===== src/rtl/lfsr_pkg.sv =====
`default_nettype none
// +--------------------------------------------------------------------+
// | lfsr_pkg : tap-mask constants and the Galois LFSR step function     |
// | rev 1.0                                                            |
// +--------------------------------------------------------------------+
package lfsr_pkg;

   localparam int MAX_W = 32;

   localparam logic [4:0] TAPS5_DEF = 5'b11000;
   localparam logic [4:0] TAPS5_MAX = 5'b00100;    // x^5 + x^2 + 1
   localparam logic [7:0] TAPS8_MAX = 8'b01110000; // x^8 + x^6 + x^5 + x^4 + 1

   // Stage 0 always takes the feedback, so the map is a bijection on nonzero states.
   function automatic logic [MAX_W-1:0] next_state(input logic [MAX_W-1:0] q,
                                                   input logic [MAX_W-1:0] taps,
                                                   input int               width);
      logic             msb;
      logic [MAX_W-1:0] r;
      r    = '0;
      msb  = q[width-1];
      r[0] = msb;
      for (int i = 1; i < MAX_W; i++) begin
         if (i < width) begin
            r[i] = q[i-1] ^ (taps[i] & msb);
         end
      end
      return r;
   endfunction

endpackage
`default_nettype wire


===== src/rtl/lfsr_prog_if.sv =====
`default_nettype none
// +--------------------------------------------------------------------+
// | lfsr_prog_if : control and status bundle of the programmable LFSR  |
// | rev 1.0                                                            |
// +--------------------------------------------------------------------+
interface lfsr_prog_if #(
   parameter int WIDTH = 5
) ();

   logic             en;
   logic             load;
   logic [WIDTH-1:0] seed;
   logic [WIDTH-1:0] q;
   logic             bit_out;
   logic             wrap;
   logic [WIDTH-1:0] period;
   logic             lockup;

   modport master (
      output en, load, seed,
      input  q, bit_out, wrap, period, lockup
   );

   modport slave (
      input  en, load, seed,
      output q, bit_out, wrap, period, lockup
   );

endinterface
`default_nettype wire


===== src/rtl/lfsr_period_cnt.sv =====
`default_nettype none
// +--------------------------------------------------------------------+
// | lfsr_period_cnt : start value, step counter, period and wrap pulse |
// | rev 1.0                                                            |
// +--------------------------------------------------------------------+
module lfsr_period_cnt #(
   parameter int               WIDTH     = 5,
   parameter logic [WIDTH-1:0] RESET_VAL = '1
) (
   input  logic             clk,
   input  logic             rst_b,
   input  logic             restart,
   input  logic [WIDTH-1:0] restart_val,
   input  logic             step,
   input  logic [WIDTH-1:0] next_q,
   output logic             wrap,
   output logic [WIDTH-1:0] period
);

   logic [WIDTH-1:0] start;
   logic [WIDTH-1:0] cnt;

   // A restart abandons the partial count; period keeps the last full measurement.
   always_ff @(posedge clk or negedge rst_b) begin
      if (!rst_b) begin
         start  <= RESET_VAL;
         cnt    <= '0;
         period <= '0;
         wrap   <= 1'b0;
      end else if (restart) begin
         start <= restart_val;
         cnt   <= '0;
         wrap  <= 1'b0;
      end else if (step) begin
         if (next_q == start) begin
            wrap   <= 1'b1;
            period <= cnt + WIDTH'(1);
            cnt    <= '0;
         end else begin
            cnt  <= cnt + WIDTH'(1);
            wrap <= 1'b0;
         end
      end else begin
         wrap <= 1'b0;
      end
   end

endmodule
`default_nettype wire


===== src/rtl/lfsr_prog.sv =====
`default_nettype none
// +--------------------------------------------------------------------+
// | lfsr_prog : parametrised Galois LFSR with seed load and zero guard |
// | rev 1.0                                                            |
// +--------------------------------------------------------------------+
module lfsr_prog
   import lfsr_pkg::*;
#(
   parameter int               WIDTH     = 5,
   parameter logic [WIDTH-1:0] TAPS      = WIDTH'(TAPS5_DEF),
   parameter logic [WIDTH-1:0] RESET_VAL = '1
) (
   input  logic        clk,
   input  logic        rst_b,
   lfsr_prog_if.slave  bus
);

   logic [WIDTH-1:0] q_r;
   logic             lockup_r;
   logic [WIDTH-1:0] next_q;
   logic             seed_ok;
   logic             zero_fault;
   logic             restart;
   logic             step;
   logic [WIDTH-1:0] restart_val;

   assign next_q      = WIDTH'(next_state(MAX_W'(q_r), MAX_W'(TAPS), WIDTH));
   assign seed_ok     = bus.load && (bus.seed != '0);
   assign zero_fault  = (q_r == '0);
   // A faulty all-zero state is recovered like a rejected zero seed, independent of en.
   assign restart     = bus.load || zero_fault;
   assign restart_val = seed_ok ? bus.seed : RESET_VAL;
   assign step        = bus.en && !restart;

   always_ff @(posedge clk or negedge rst_b) begin
      if (!rst_b) begin
         q_r      <= RESET_VAL;
         lockup_r <= 1'b0;
      end else if (restart) begin
         q_r      <= restart_val;
         lockup_r <= !seed_ok;
      end else if (step) begin
         q_r <= next_q;
      end
   end

   lfsr_period_cnt #(
      .WIDTH     (WIDTH),
      .RESET_VAL (RESET_VAL)
   ) u_period_cnt (
      .clk         (clk),
      .rst_b       (rst_b),
      .restart     (restart),
      .restart_val (restart_val),
      .step        (step),
      .next_q      (next_q),
      .wrap        (bus.wrap),
      .period      (bus.period)
   );

   assign bus.q       = q_r;
   assign bus.bit_out = q_r[WIDTH-1];
   assign bus.lockup  = lockup_r;

endmodule
`default_nettype wire


===== src/flat_wrapper.sv =====
// flat-port wrapper written by rule: the top's interface ports become plain ports
module lfsr_prog_flat import lfsr_pkg::*;
#(
   parameter int               WIDTH     = 5,
   parameter logic [WIDTH-1:0] TAPS      = WIDTH'(TAPS5_DEF),
   parameter logic [WIDTH-1:0] RESET_VAL = '1
)
  (clk, rst_b, bus_en, bus_load, bus_seed, bus_q, bus_bit_out, bus_wrap, bus_period, bus_lockup);
  lfsr_prog_if #(.WIDTH(WIDTH)) bus_i ();
  input  logic clk;
  input  logic rst_b;
  input wire logic [$bits(bus_i.en)-1:0] bus_en;
  input wire logic [$bits(bus_i.load)-1:0] bus_load;
  input wire logic [$bits(bus_i.seed)-1:0] bus_seed;
  output wire logic [$bits(bus_i.q)-1:0] bus_q;
  output wire logic [$bits(bus_i.bit_out)-1:0] bus_bit_out;
  output wire logic [$bits(bus_i.wrap)-1:0] bus_wrap;
  output wire logic [$bits(bus_i.period)-1:0] bus_period;
  output wire logic [$bits(bus_i.lockup)-1:0] bus_lockup;
  assign bus_i.en = bus_en;
  assign bus_i.load = bus_load;
  assign bus_i.seed = bus_seed;
  assign bus_q = bus_i.q;
  assign bus_bit_out = bus_i.bit_out;
  assign bus_wrap = bus_i.wrap;
  assign bus_period = bus_i.period;
  assign bus_lockup = bus_i.lockup;
  lfsr_prog #(.WIDTH(WIDTH), .TAPS(TAPS), .RESET_VAL(RESET_VAL)) u_core (.clk(clk), .rst_b(rst_b), .bus(bus_i));
endmodule

===== config.mk =====
export PLATFORM = sky130hd
export DESIGN_NAME = lfsr_prog_flat
export DESIGN_NICKNAME = d
export VERILOG_FILES = /design/src/rtl/lfsr_pkg.sv /design/src/rtl/lfsr_prog_if.sv /design/src/rtl/lfsr_period_cnt.sv /design/src/rtl/lfsr_prog.sv /design/src/flat_wrapper.sv
export SDC_FILE = /design/constraint.sdc
export NUM_CORES = 1
export LEC_CHECK = 0
export ABC_AREA = 1
export ABC_CLOCK_PERIOD_IN_PS = 1620
export CAP_MARGIN = 20
export CORE_ASPECT_RATIO = 0.7
export CORE_MARGIN = 3
export CORE_UTILIZATION = 47
export DETAILED_ROUTE_END_ITERATION = 10
export GPL_ROUTABILITY_DRIVEN = 0
export GPL_TIMING_DRIVEN = 0
export PLACE_DENSITY = 0.73
export SETUP_SLACK_MARGIN = 0.05
export SLEW_MARGIN = 15
export SYNTH_ARGS = -nofsm -noshare
export SYNTH_HDL_FRONTEND = slang
export SYNTH_HIERARCHICAL = 1
export SYNTH_SLANG_ARGS = --single-unit

===== constraint.sdc =====
create_clock -name clk -period 1.62 [get_ports clk]
set_input_delay 0.324 -clock clk [delete_from_list [all_inputs] [get_ports clk]]
set_output_delay 0.324 -clock clk [all_outputs]
set_load 0.03 [all_outputs]

==> results of run 1 <==
[power breakdown]
group	leakage, nW	total, mW	internal (mW)	switching [mW]
sequential	0.270	0.653	0.615	0.0386
clock	0.0357	0.509	0.330	0.179
combinational	0.663	0.522	0.200	0.322
total	0.969	1.69	1.14	0.540
[worst min path at each step]
stage	start	endpoint	slack, ns	cells after the start
after CTS	u_core/u_period_cnt/period[4]	u_core/u_period_cnt/period[4]	0.48	2
after detailed placement	u_core/u_period_cnt/period[4]	u_core/u_period_cnt/period[4]	0.46	2
final	u_core/u_period_cnt/period[4]	u_core/u_period_cnt/period[4]	0.48	2
after global routing	u_core/bus.lockup	u_core/bus.lockup	0.51	1
after floorplan	rst_b	u_core/bus.lockup	0.03	0
after global placement	u_core/u_period_cnt/period[4]	u_core/u_period_cnt/period[4]	0.45	2
[layer usage]
metal  share of wire, %  routed length, µm  vias up
li1                   -                  -      604
met1                 45               1510      591
met2                 47               1570       49
met3                7.8                263        6
met4                1.0                 34        0
met5                  0                  0        -
[cells by family (layout without fill, tap and decap cells)]
logic type,Yosys count,after routing
adders and majority gates,1,1
and+or+nand+nor,97,98
DFF,22,22
xor gates and xnor gates,3,3
buffers and inverters,32,71
AOI/OAI and AO/OA,11,11
muxes,1,1
[sequential cells by signal, summed over array words and instances, names as in the netlist]
| name | flops |
|---|---|
| u_core/u_period_cnt/period | 5 |
| u_core/u_period_cnt/wrap | 1 |
| u_core/bus.q | 5 |
| u_core/u_period_cnt/cnt | 5 |
| u_core/u_period_cnt/start | 5 |
| u_core/bus.lockup | 1 |
[layout by cell type, fill, tap and decap left out, drive strengths merged, types with 4 or more instances in the layout]
cell type / instances
dlygate4sd2: 7
clkdlybuf4s50: 8
buf: 24
clkbuf: 4
nand4: 6
nand2: 54
inv: 23
dfstp: 10
o21ai: 10
nand3: 23
nor2: 14
dfrtp: 12
[stage by stage]
stage | util (%) | cells | power (mW) | hold slack (ns)
2_1_floorplan | - | 167 | 0.943 | 0.0284
3_3_place_gp | 61.1 | 222 | 1.07 | 0.455
3_5_place_dp | 61.1 | 222 | 1.08 | 0.460
4_1_cts | 70.1 | 239 | 1.67 | 0.476
5_1_grt | 71.6 | 241 | 1.77 | 0.514
6_report | 71.6 | 241 | 1.69 | 0.478
[layout make-up]
| class | instances | area share, % |
|---|---|---|
| Sequential cell | 22 | 30.8 |
| Buffer | 6 | 2.87 |
| Inverter | 26 | 5.34 |
| Tap cell | 34 | 2.33 |
| Timing Repair Buffer | 35 | 16.3 |
| Clock inverter | 1 | 1.64 |
| Multi-Input combinational cell | 114 | 38.5 |
| Clock buffer | 3 | 2.26 |
[worst reg2reg max path: stages (launching register included)]
cell and delay (ns):
dfstp_2 0.59, buf_6 0.11, nor2_4 0.04, nand3_4 0.09, nand2_8 0.07, nor2_4 0.11
inv_2 0.06, nor2_4 0.14, buf_6 0.16, nand2_2 0.06, o21ai_1 0.13
[timing repair]
item,CTS,global route
pin swaps,13,2
setup endpoints to repair,24,16
resized for setup,49,14
gates cloned,2,0
buffers inserted,11,2
==> summary.txt, run 1 <==
Synthesis
  • Largest family of logic cells by synthesized area: simple AND/OR/NAND/NOR gates
  • Post-synth ARST share: 100%
  • Prevailing post-synth register cell: dfrtp_1
  • Synthesis-stage register bit count: 22
  • Top cell type by total area after synthesis: dfrtp_1
  • Mapped Nets: roughly 180
  • Count of different cell masters after synthesis: 26
  • Post-Synth XOR/XNOR Area: 2.03%
  • Sequential area share after synthesis: between 40% and 50%
  • Top cells by area, synth: dfrtp_1, dfstp_2, nand2_1, nand3_1, inv_1
  • Synth Cell Area: 1300 µm²
  • Synth Area in Adders: less than 1%
  • Synthesized area per cell: just under 8 µm²
  • Synth warn: 6
  • Synth cell count leaders: nand2_1, nand3_1, inv_1, dfrtp_1, nor2_1
  • Simple-gate share of the synthesized area: between 30% and 40%
  • Top cell type's share of synthesized area: approximately 23%
  • Count leader, synth: nand2_1
  • Post-synth EDFFs: 0
  • Post-synthesis compound-gate area fraction: 4.44%
  • Cells after Synth: approximately 170
  • Mux cell area share after synthesis: less than 1%

Worst setup path
  • Critical path startpoint: u_core/bus.q[4]
  • Reg2Reg Depth: 10
  • Critical R2R Capture: u_core/u_period_cnt/cnt[4]
  • Most frequent CP cell: nor2_4
  • WP data arrival: approximately 1.8 ns
  • CP Class: reg -> reg
  • Critical Path, Cell by Cell: buf_6 -> nor2_4 -> nand3_4 -> nand2_8 -> nor2_4 -> inv_2 -> nor2_4 -> buf_6 -> nand2_2 -> o21ai_1
  • Worst setup path endpoint: u_core/u_period_cnt/cnt[4]
  • CP bufs+invs: 3
  • Reg2reg setup slack: -0.02 ns
  • Reg-to-Reg Start: u_core/bus.q[4]
  • Startpoint types: flip-flop
  • Levels on crit path: 10
  • Max stage delay cell, worst path: dfstp_2
  • CP Max Fanout: 5
  • CP peak stage delay: ~0.6 ns
  • Top Family by Delay on Critical Path: flip-flops
  • WP data required: 1.81 ns
  • Nature of the critical path endpoint: flip-flop

Worst hold path
  • Hold Path Class: reg -> reg

STA
  • Max-slew violations: 0
  • Layout Skew: about 0.0020 ns
  • RSZ-0062 raised after global routing: true
  • Setup ws final: -0.0216 ns
  • Worst slew pin tran: 0.970 ns
  • Final Setup Violations: 7
  • TNS Setup: -0.0628 ns
  • Hold Vio Cnt, Final: 0
  • Worst slew margin: a little over a third
  • Crit share post-route: 101%
  • Min Tclk post-route: between 1.5 and 2 ns
  • Fmax: between 0.6 and 0.7 GHz

Clock network
  • Sink Count: 22
  • Clk buf depth: 2
  • Cts bufs inserted: 3
  • CTS tree: done
  • Clk pin slew, worst setup/hold paths: approximately 0.08 ns
  • Root buf cell: clkbuf_8
  • Hold Buf Count CTS: 0
  • Clk Latency, worst-skew pair: 0.26 ns
  • H-tree levels: 1

Final layout
  • Reg area: 563 µm²
  • Filler cells: 191
  • Layout Nets: about 220
  • N_diodes: 0
  • Footprint of the multi-input gates: ~700 µm²
  • Design Area, Final: around 1800 µm²
  • Share of layout cells above drive strength 1: between 30% and 40%
  • Syn-to-layout area delta: 40.9%

Routing
  • Pre-Repair DR Iteration Count: 4
  • Drt wl/cell: between 10 and 15 µm
  • Total number of vias: roughly 1.3k
  • Wirelength, routed: between 3000 and 4000 µm
  • DRT iter0 DRCs: just over 80
  • Via density: just over 5
  • DRC: 0
  • Antenna-violating nets left: 0

Die
  • Core ar.: around 2600 µm²
  • Initial Util: about 50%
  • Die area: approximately 3400 µm²
  • Die Width: between 60 and 70 µm
  • I/O Pins: 22
  • Die Ht: 50.0 µm
  • Cell Rows: 15

Flow run
  • Number of max-cap violations: 0

Place
  • DP Wirelength: about 2100 µm
  • Worst slack, placed: -0.225 ns
  • DP Area: 1560 µm²
  • Input/output buffers: 21

Run status
  • Failing checks: setup timing
  • Outcome: finished with violations

Power
  • Worst VDD drop: 532 µV
  • Static Leak: between 0.9 and 1 nW
  • Pwr Density: ~920 nW/µm²

Global routing
  • Busiest grt layer: met2
  • Vias in the first global route: 1,176
  • GRT overflow: 0
  • Initial antenna violation count: 0
  • Routing usage on met3: just under 6%
  • Total Routing Usage GR: between 20% and 30%
  • Global-route wire length before repair: about 5500 µm
  • GR Util met1: 30.8%
  • Met2 Usage GRT: 33.3%
  • Largest net degree at the start of global routing: 23
No activity file was read; power rests on OpenSTA's default activity.
==> run 2: changes to the inputs <==
--- a/config.mk
+++ b/config.mk
@@ -10,14 +10,14 @@
 export CAP_MARGIN = 20
 export CORE_ASPECT_RATIO = 0.7
 export CORE_MARGIN = 3
-export CORE_UTILIZATION = 47
+export CORE_UTILIZATION = 45
 export DETAILED_ROUTE_END_ITERATION = 10
 export GPL_ROUTABILITY_DRIVEN = 0
 export GPL_TIMING_DRIVEN = 0
-export PLACE_DENSITY = 0.73
+export PLACE_DENSITY = 0.71
+export REMOVE_ABC_BUFFERS = 1
 export SETUP_SLACK_MARGIN = 0.05
 export SLEW_MARGIN = 15
 export SYNTH_ARGS = -nofsm -noshare
 export SYNTH_HDL_FRONTEND = slang
-export SYNTH_HIERARCHICAL = 1
 export SYNTH_SLANG_ARGS = --single-unit
==> summary.txt, run 2 <==
Synthesis
  • Top cell type's share of synthesized area: 25.9%
  • Synthesized area per cell: ~8.3 µm²
  • Cells after Synth: 139
  • Post-synth ARST share: 100%
  • Post-synth EDFFs: 0
  • Synthesis-stage register bit count: 22
  • Top cells by area, synth: dfrtp_1, dfstp_2, nand2_1, inv_1, o21ai_0
  • Synth Cell Area: 1160 µm²
  • Synth warn: 0
  • Prevailing post-synth register cell: dfrtp_1
  • Synth cell count leaders: nand2_1, inv_1, dfrtp_1, o21ai_0, dfstp_2
  • Count of different cell masters after synthesis: 24
  • Top cell type by total area after synthesis: dfrtp_1
  • Count leader, synth: nand2_1
  • Sequential area share after synthesis: about half

Clock network
  • Clk Latency, worst-skew pair: around 0.26 ns
  • Root buf cell: clkbuf_8
  • Clk buf depth: 2
  • CTS tree: done
  • Clk pin slew, worst setup/hold paths: around 0.080 ns
  • Sink Count: 22
  • H-tree levels: 1
  • Cts bufs inserted: 3

Final layout
  • Commonest non-fill, non-tap cell in the layout: nand2_1
  • Syn-to-layout area delta: 32.3%
  • Share of layout cells above drive strength 1: ~28%
  • N_diodes: 0
  • Layout Nets: 183
  • Commonest non-fill, non-tap cells in the layout: nand2_1, inv_1, dfrtp_1

STA
  • RSZ-0062 raised after global routing: true
  • Crit share post-route: between 90% and 100%
  • Hold Vio Cnt, Final: 0
  • Max-slew violations: 0
  • Final Setup Violations: 0
  • Worst slew pin tran: around 0.93 ns
  • Fmax: ~0.66 GHz
  • Min Tclk post-route: between 1.5 and 2 ns
  • Worst slew margin: 37.5%
  • TNS Setup: 0 ns
  • Hold slack: between 0.4 and 0.5 ns
  • Layout Skew: between 0.003 and 0.004 ns

Routing
  • Via density: ~5.0
  • Total number of vias: 1,014
  • Pre-Repair DR Iteration Count: 6
  • DRC: 0
  • DRT iter0 DRCs: 76
  • Wirelength, routed: 2630 µm
  • Drt wl/cell: roughly 13 µm
  • Antenna-violating nets left: 0

Die
  • Die area: 3230 µm²
  • Cell Rows: 14
  • Die Width: roughly 67 µm
  • Die Ht: about 48 µm
  • Core ar.: 2290 µm²
  • Initial Util: 50.5%
  • I/O Pins: 22

Run status
  • Outcome: complete, no violations

Worst setup path
  • CP bufs+invs: 1
  • CP Class: reg -> out
  • Startpoint types: flip-flop
  • Top Family by Delay on Critical Path: flip-flops
  • Max stage delay cell, worst path: dfstp_2
  • WP data required: roughly 1.3 ns
  • Nature of the critical path endpoint: output port
  • CP Max Fanout: 4
  • Critical Path, Cell by Cell: clkdlybuf4s15_1
  • CP peak stage delay: around 0.56 ns
  • WP data arrival: ~1.2 ns

Worst hold path
  • Hold Path Class: reg -> reg

Place
  • Input/output buffers: 21
  • DP Wirelength: 1950 µm

Flow run
  • Number of max-cap violations: 0

Global routing
  • GRT overflow: 0
  • Initial antenna violation count: 0
  • Global-route wire length before repair: about 4400 µm
  • Total Routing Usage GR: 18.2%
  • Largest net degree at the start of global routing: 23
  • Vias in the first global route: between 900 and 1k

Power
  • Worst VDD drop: 524 µV
  • Pwr Density: a little under 1000 nW/µm²
  • Static Leak: ~0.79 nW
## run 2: cell types whose count changed after synthesis, sizes merged, moves of 3 or more
| cell | before | now |
|---|---|---|
| buf | 6 | 2 |
| clkinv | 3 | 0 |
| inv | 23 | 17 |
| nand2 | 54 | 50 |
| nand3 | 23 | 6 |
| o211ai | 0 | 4 |
## run 2: cell families after synthesis
group	after synthesis	share of synthesized area, %
flip-flops	22	48.5
AND/OR/NAND/NOR	76	32.1
buffers and inverters	19	6.80
XOR/XNOR	4	3.02
AO/OA/AOI/OAI	17	8.41
adder cells (fa/ha/maj)	1	1.08
## run 2: path summary, 6_finish.rpt
kind                       cells past startpoint  slack [ns]                           from                            end
setup / recovery                               1         0.1                u_core.bus.q[1]                       bus_q[1]
hold / removal                                 2        0.47  u_core.u_period_cnt.period[1]  u_core.u_period_cnt.period[1]
setup reg to reg                               9        0.14                u_core.bus.q[4]  u_core.u_period_cnt.period[3]
hold reg to reg                                2        0.47  u_core.u_period_cnt.period[1]  u_core.u_period_cnt.period[1]
max in group asynchronous                      1        0.47                          rst_b     u_core.u_period_cnt.cnt[3]
min in group asynchronous                      1        0.58                          rst_b              u_core.bus.lockup
## run 2: cell type report
cell class / instances / area, µm²
repair buffers: 29 / 241
clock buffers: 4 / 55.1
fillers: 198 / 761
inverters: 17 / 63.8
flip-flops and latches: 22 / 563
multi-input cells: 100 / 571
well taps: 32 / 40.0
## run 2: what timing repair did
action,CTS,global route
gates resized for setup,19,19
buffers inserted,0,8
pin swaps,1,4
cloned,1,1
endpoints found under the setup margin,14,21
hold buffers,0,0
## run 2: where the power goes
group          total, mW  switching [mW]  leakage (nW)  internal [mW]
clock network      0.391           0.174        0.0288          0.217
registers          0.676          0.0496         0.269          0.626
logic              0.425           0.273         0.489          0.152
total               1.49           0.496         0.787          0.995
## run 2: stage by stage
stage | total power, mW | instances | util, % | setup WS [ns] | cell area, µm²
after global placement | 1.07 | 190 | 60.8 | -0.000192 | 1400
after global routing | 1.57 | 204 | 66.8 | 0.0258 | 1530
after CTS | 1.45 | 195 | 63.1 | 0.0580 | 1450
after detailed placement | 1.09 | 190 | 60.8 | -0.00662 | 1400
final | 1.49 | 204 | 66.8 | 0.0969 | 1530
after floorplan | 0.928 | 137 | - | 0.0410 | 1140
## run 2: per-layer routing
| metal | GRT usage (%) | wire (µm) | part of all wire, % |
|---|---|---|---|
| met1 | 25.7 | 1260 | 48 |
| met2 | 26.0 | 1220 | 46 |
| met3 | 5.09 | 112 | 4.3 |
| met4 | 7.43 | 42 | 1.6 |
| met5 | 0 | 0 | 0 |
==> run 3: changes to the inputs <==
--- a/config.mk
+++ b/config.mk
@@ -8,13 +8,15 @@
 export ABC_AREA = 1
 export ABC_CLOCK_PERIOD_IN_PS = 1620
 export CAP_MARGIN = 20
+export CELL_PAD_IN_SITES_DETAIL_PLACEMENT = 0
+export CELL_PAD_IN_SITES_GLOBAL_PLACEMENT = 1
 export CORE_ASPECT_RATIO = 0.7
 export CORE_MARGIN = 3
-export CORE_UTILIZATION = 45
+export CORE_UTILIZATION = 34
 export DETAILED_ROUTE_END_ITERATION = 10
 export GPL_ROUTABILITY_DRIVEN = 0
 export GPL_TIMING_DRIVEN = 0
-export PLACE_DENSITY = 0.71
+export PLACE_DENSITY = 0.72
 export REMOVE_ABC_BUFFERS = 1
 export SETUP_SLACK_MARGIN = 0.05
 export SLEW_MARGIN = 15
==> summary.txt, run 3 (synthesized netlist as in run 2, its figures left out) <==
STA
  • Setup ws final: 0.0875 ns
  • Max-slew violations: 0
  • Fmax: around 0.65 GHz
  • Hold Vio Cnt, Final: 0
  • Final Setup Violations: 0
  • Min Tclk post-route: roughly 1.5 ns
  • Hold slack: approximately 0.47 ns
  • TNS Setup: 0 ns
  • Worst slew margin: between 30 and 40%
  • Layout Skew: ~0.0036 ns
  • Worst slew pin tran: around 0.95 ns
  • RSZ-0062 raised after global routing: true
  • Crit share post-route: roughly 95%

Worst hold path
  • WHS Path Cells: 2
  • Hold Path Class: reg -> reg
  • Hold Path Origin: u_core.u_period_cnt.period[2]
  • Hold EP: u_core.u_period_cnt.period[2]

Clock network
  • CTS tree: done
  • H-tree levels: 1
  • Root buf cell: clkbuf_8
  • Hold Buf Count CTS: 0
  • Cts bufs inserted: 3
  • Clk buf depth: 2
  • Sink Count: 22
  • Clk Latency, worst-skew pair: 0.26 ns
  • Clk pin slew, worst setup/hold paths: around 0.080 ns

Power
  • Static Leak: 0.754 nW
  • Switching power: roughly 470 µW
  • Worst VDD drop: ~340 µV
  • Sequential fraction of design power: a little under half
  • Clock power frac: 26.6%
  • Switch share: ~33%
  • Pint: approximately 1000 µW
  • Gate power share: a little over a quarter
  • Pwr Density: approximately 970 nW/µm²

Global routing
  • Total Routing Usage GR: approximately 14%
  • Busiest grt layer: met1
  • GRT overflow: 0
  • Global-route wire length before repair: roughly 4200 µm
  • Vias in the first global route: 876
  • Routing usage on met3: roughly 3.9%
  • GR Util met1: approximately a fifth
  • Initial antenna violation count: 0
  • Met2 Usage GRT: between 10% and 20%
  • Largest net degree at the start of global routing: 23

Final layout
  • Commonest non-fill, non-tap cells in the layout: nand2_1, inv_1, dfrtp_1
  • Commonest non-fill, non-tap cell in the layout: nand2_1
  • Syn-to-layout area delta: 28.5%
  • Non-filler cells, final: 212
  • N_diodes: 0
  • Filler cells: between 300 and 400
  • Share of layout cells above drive strength 1: between 20% and 30%
  • Layout Nets: between 150 and 200

Worst setup path
  • CP bufs+invs: 1
  • Startpoint types: flip-flop
  • Reg2reg setup slack: 0.15 ns
  • Critical R2R Capture: u_core.u_period_cnt.period[4]
  • WP data required: roughly 1.3 ns
  • CP peak stage delay: 0.62 ns
  • Top Family by Delay on Critical Path: flip-flops
  • Nature of the critical path endpoint: output port
  • Reg2Reg Depth: 9
  • CP Max Fanout: 7
  • Reg-to-Reg Start: u_core.bus.q[4]
  • CP Class: reg -> out
  • WP data arrival: approximately 1.2 ns
  • Max stage delay cell, worst path: dfstp_2
  • Critical Path, Cell by Cell: clkdlybuf4s15_2

Routing
  • Via density: 4.50
  • Antenna-violating nets left: 0
  • DRC: 0
  • Pre-Repair DR Iteration Count: 4
  • Drt wl/cell: around 12 µm
  • DRT iter0 DRCs: 40
  • Total number of vias: approximately 950
  • Wirelength, routed: 2460 µm

Place
  • Worst slack, placed: -0.0437 ns
  • Input/output buffers: 21
  • Placed Cells: approximately 210
  • DP Wirelength: between 1500 and 2000 µm

Flow run
  • Number of max-cap violations: 0

Die
  • Die Width: about 76 µm
  • I/O Pins: 22
  • Cell Rows: 17
  • Die area: 4160 µm²
  • Initial Util: a little over a third
  • Core ar.: about 3200 µm²
  • Die Ht: about 55 µm

Run status
  • Outcome: complete, no violations
-- run 3: per-stage QoR --
step | utilization [%] | area (µm²) | power [mW]
detailed placement | 44.0 | 1410 | 1.08
finish | 46.4 | 1490 | 1.45
global route | 46.4 | 1490 | 1.54
floorplan | - | 1140 | 0.928
global placement | 44.0 | 1410 | 1.08
CTS | 45.7 | 1470 | 1.46
-- run 3: per-layer routing --
layer	wire length, µm	vias up
met5	0	-
met4	38	0
met3	59	5
met2	1030	12
met1	1340	442
li1	-	495
-- run 3: cell type report --
class                      instances  area (µm²)  share of cell area, %
sequential                        22         563                   37.8
multi-input combinational         99         549                   36.9
timing repair buffer              23         198                   13.3
inverter                          17        66.3                   4.45
tap                               47        58.8                   3.95
clock buffer                       4        55.1                   3.69
-- run 3: how the worst max path moves through the flow --
| stage | slack, ns | start | cells past startpoint | to |
|---|---|---|---|---|
| floorplan | 0.04 | u_core.bus.q[4] | 7 | u_core.u_period_cnt.period[2] |
| global placement | -0.03 | bus_load | 8 | u_core.u_period_cnt.cnt[2] |
| detailed placement | -0.04 | bus_load | 8 | u_core.u_period_cnt.cnt[2] |
| CTS | 0.05 | u_core.bus.q[4] | 8 | u_core.u_period_cnt.cnt[2] |
| global route | 0.04 | u_core.bus.q[4] | 9 | u_core.u_period_cnt.period[3] |
| finish | 0.09 | u_core.bus.q[4] | 1 | bus_bit_out |
-- run 3: power by group through the flow --
stage,sequential (mW),clock (mW),combinational (mW)
after floorplan,0.756,0,0.172
after global placement,0.681,0,0.397
after detailed placement,0.683,0,0.399
after CTS,0.673,0.406,0.380
after global routing,0.684,0.429,0.429
final,0.673,0.385,0.388
-- run 3: what timing repair did --
item	4_1_cts	5_1_grt
buffers inserted	0	2
cloned	1	0
setup endpoints to repair	18	20
pin swaps	1	4
resized for setup	19	14
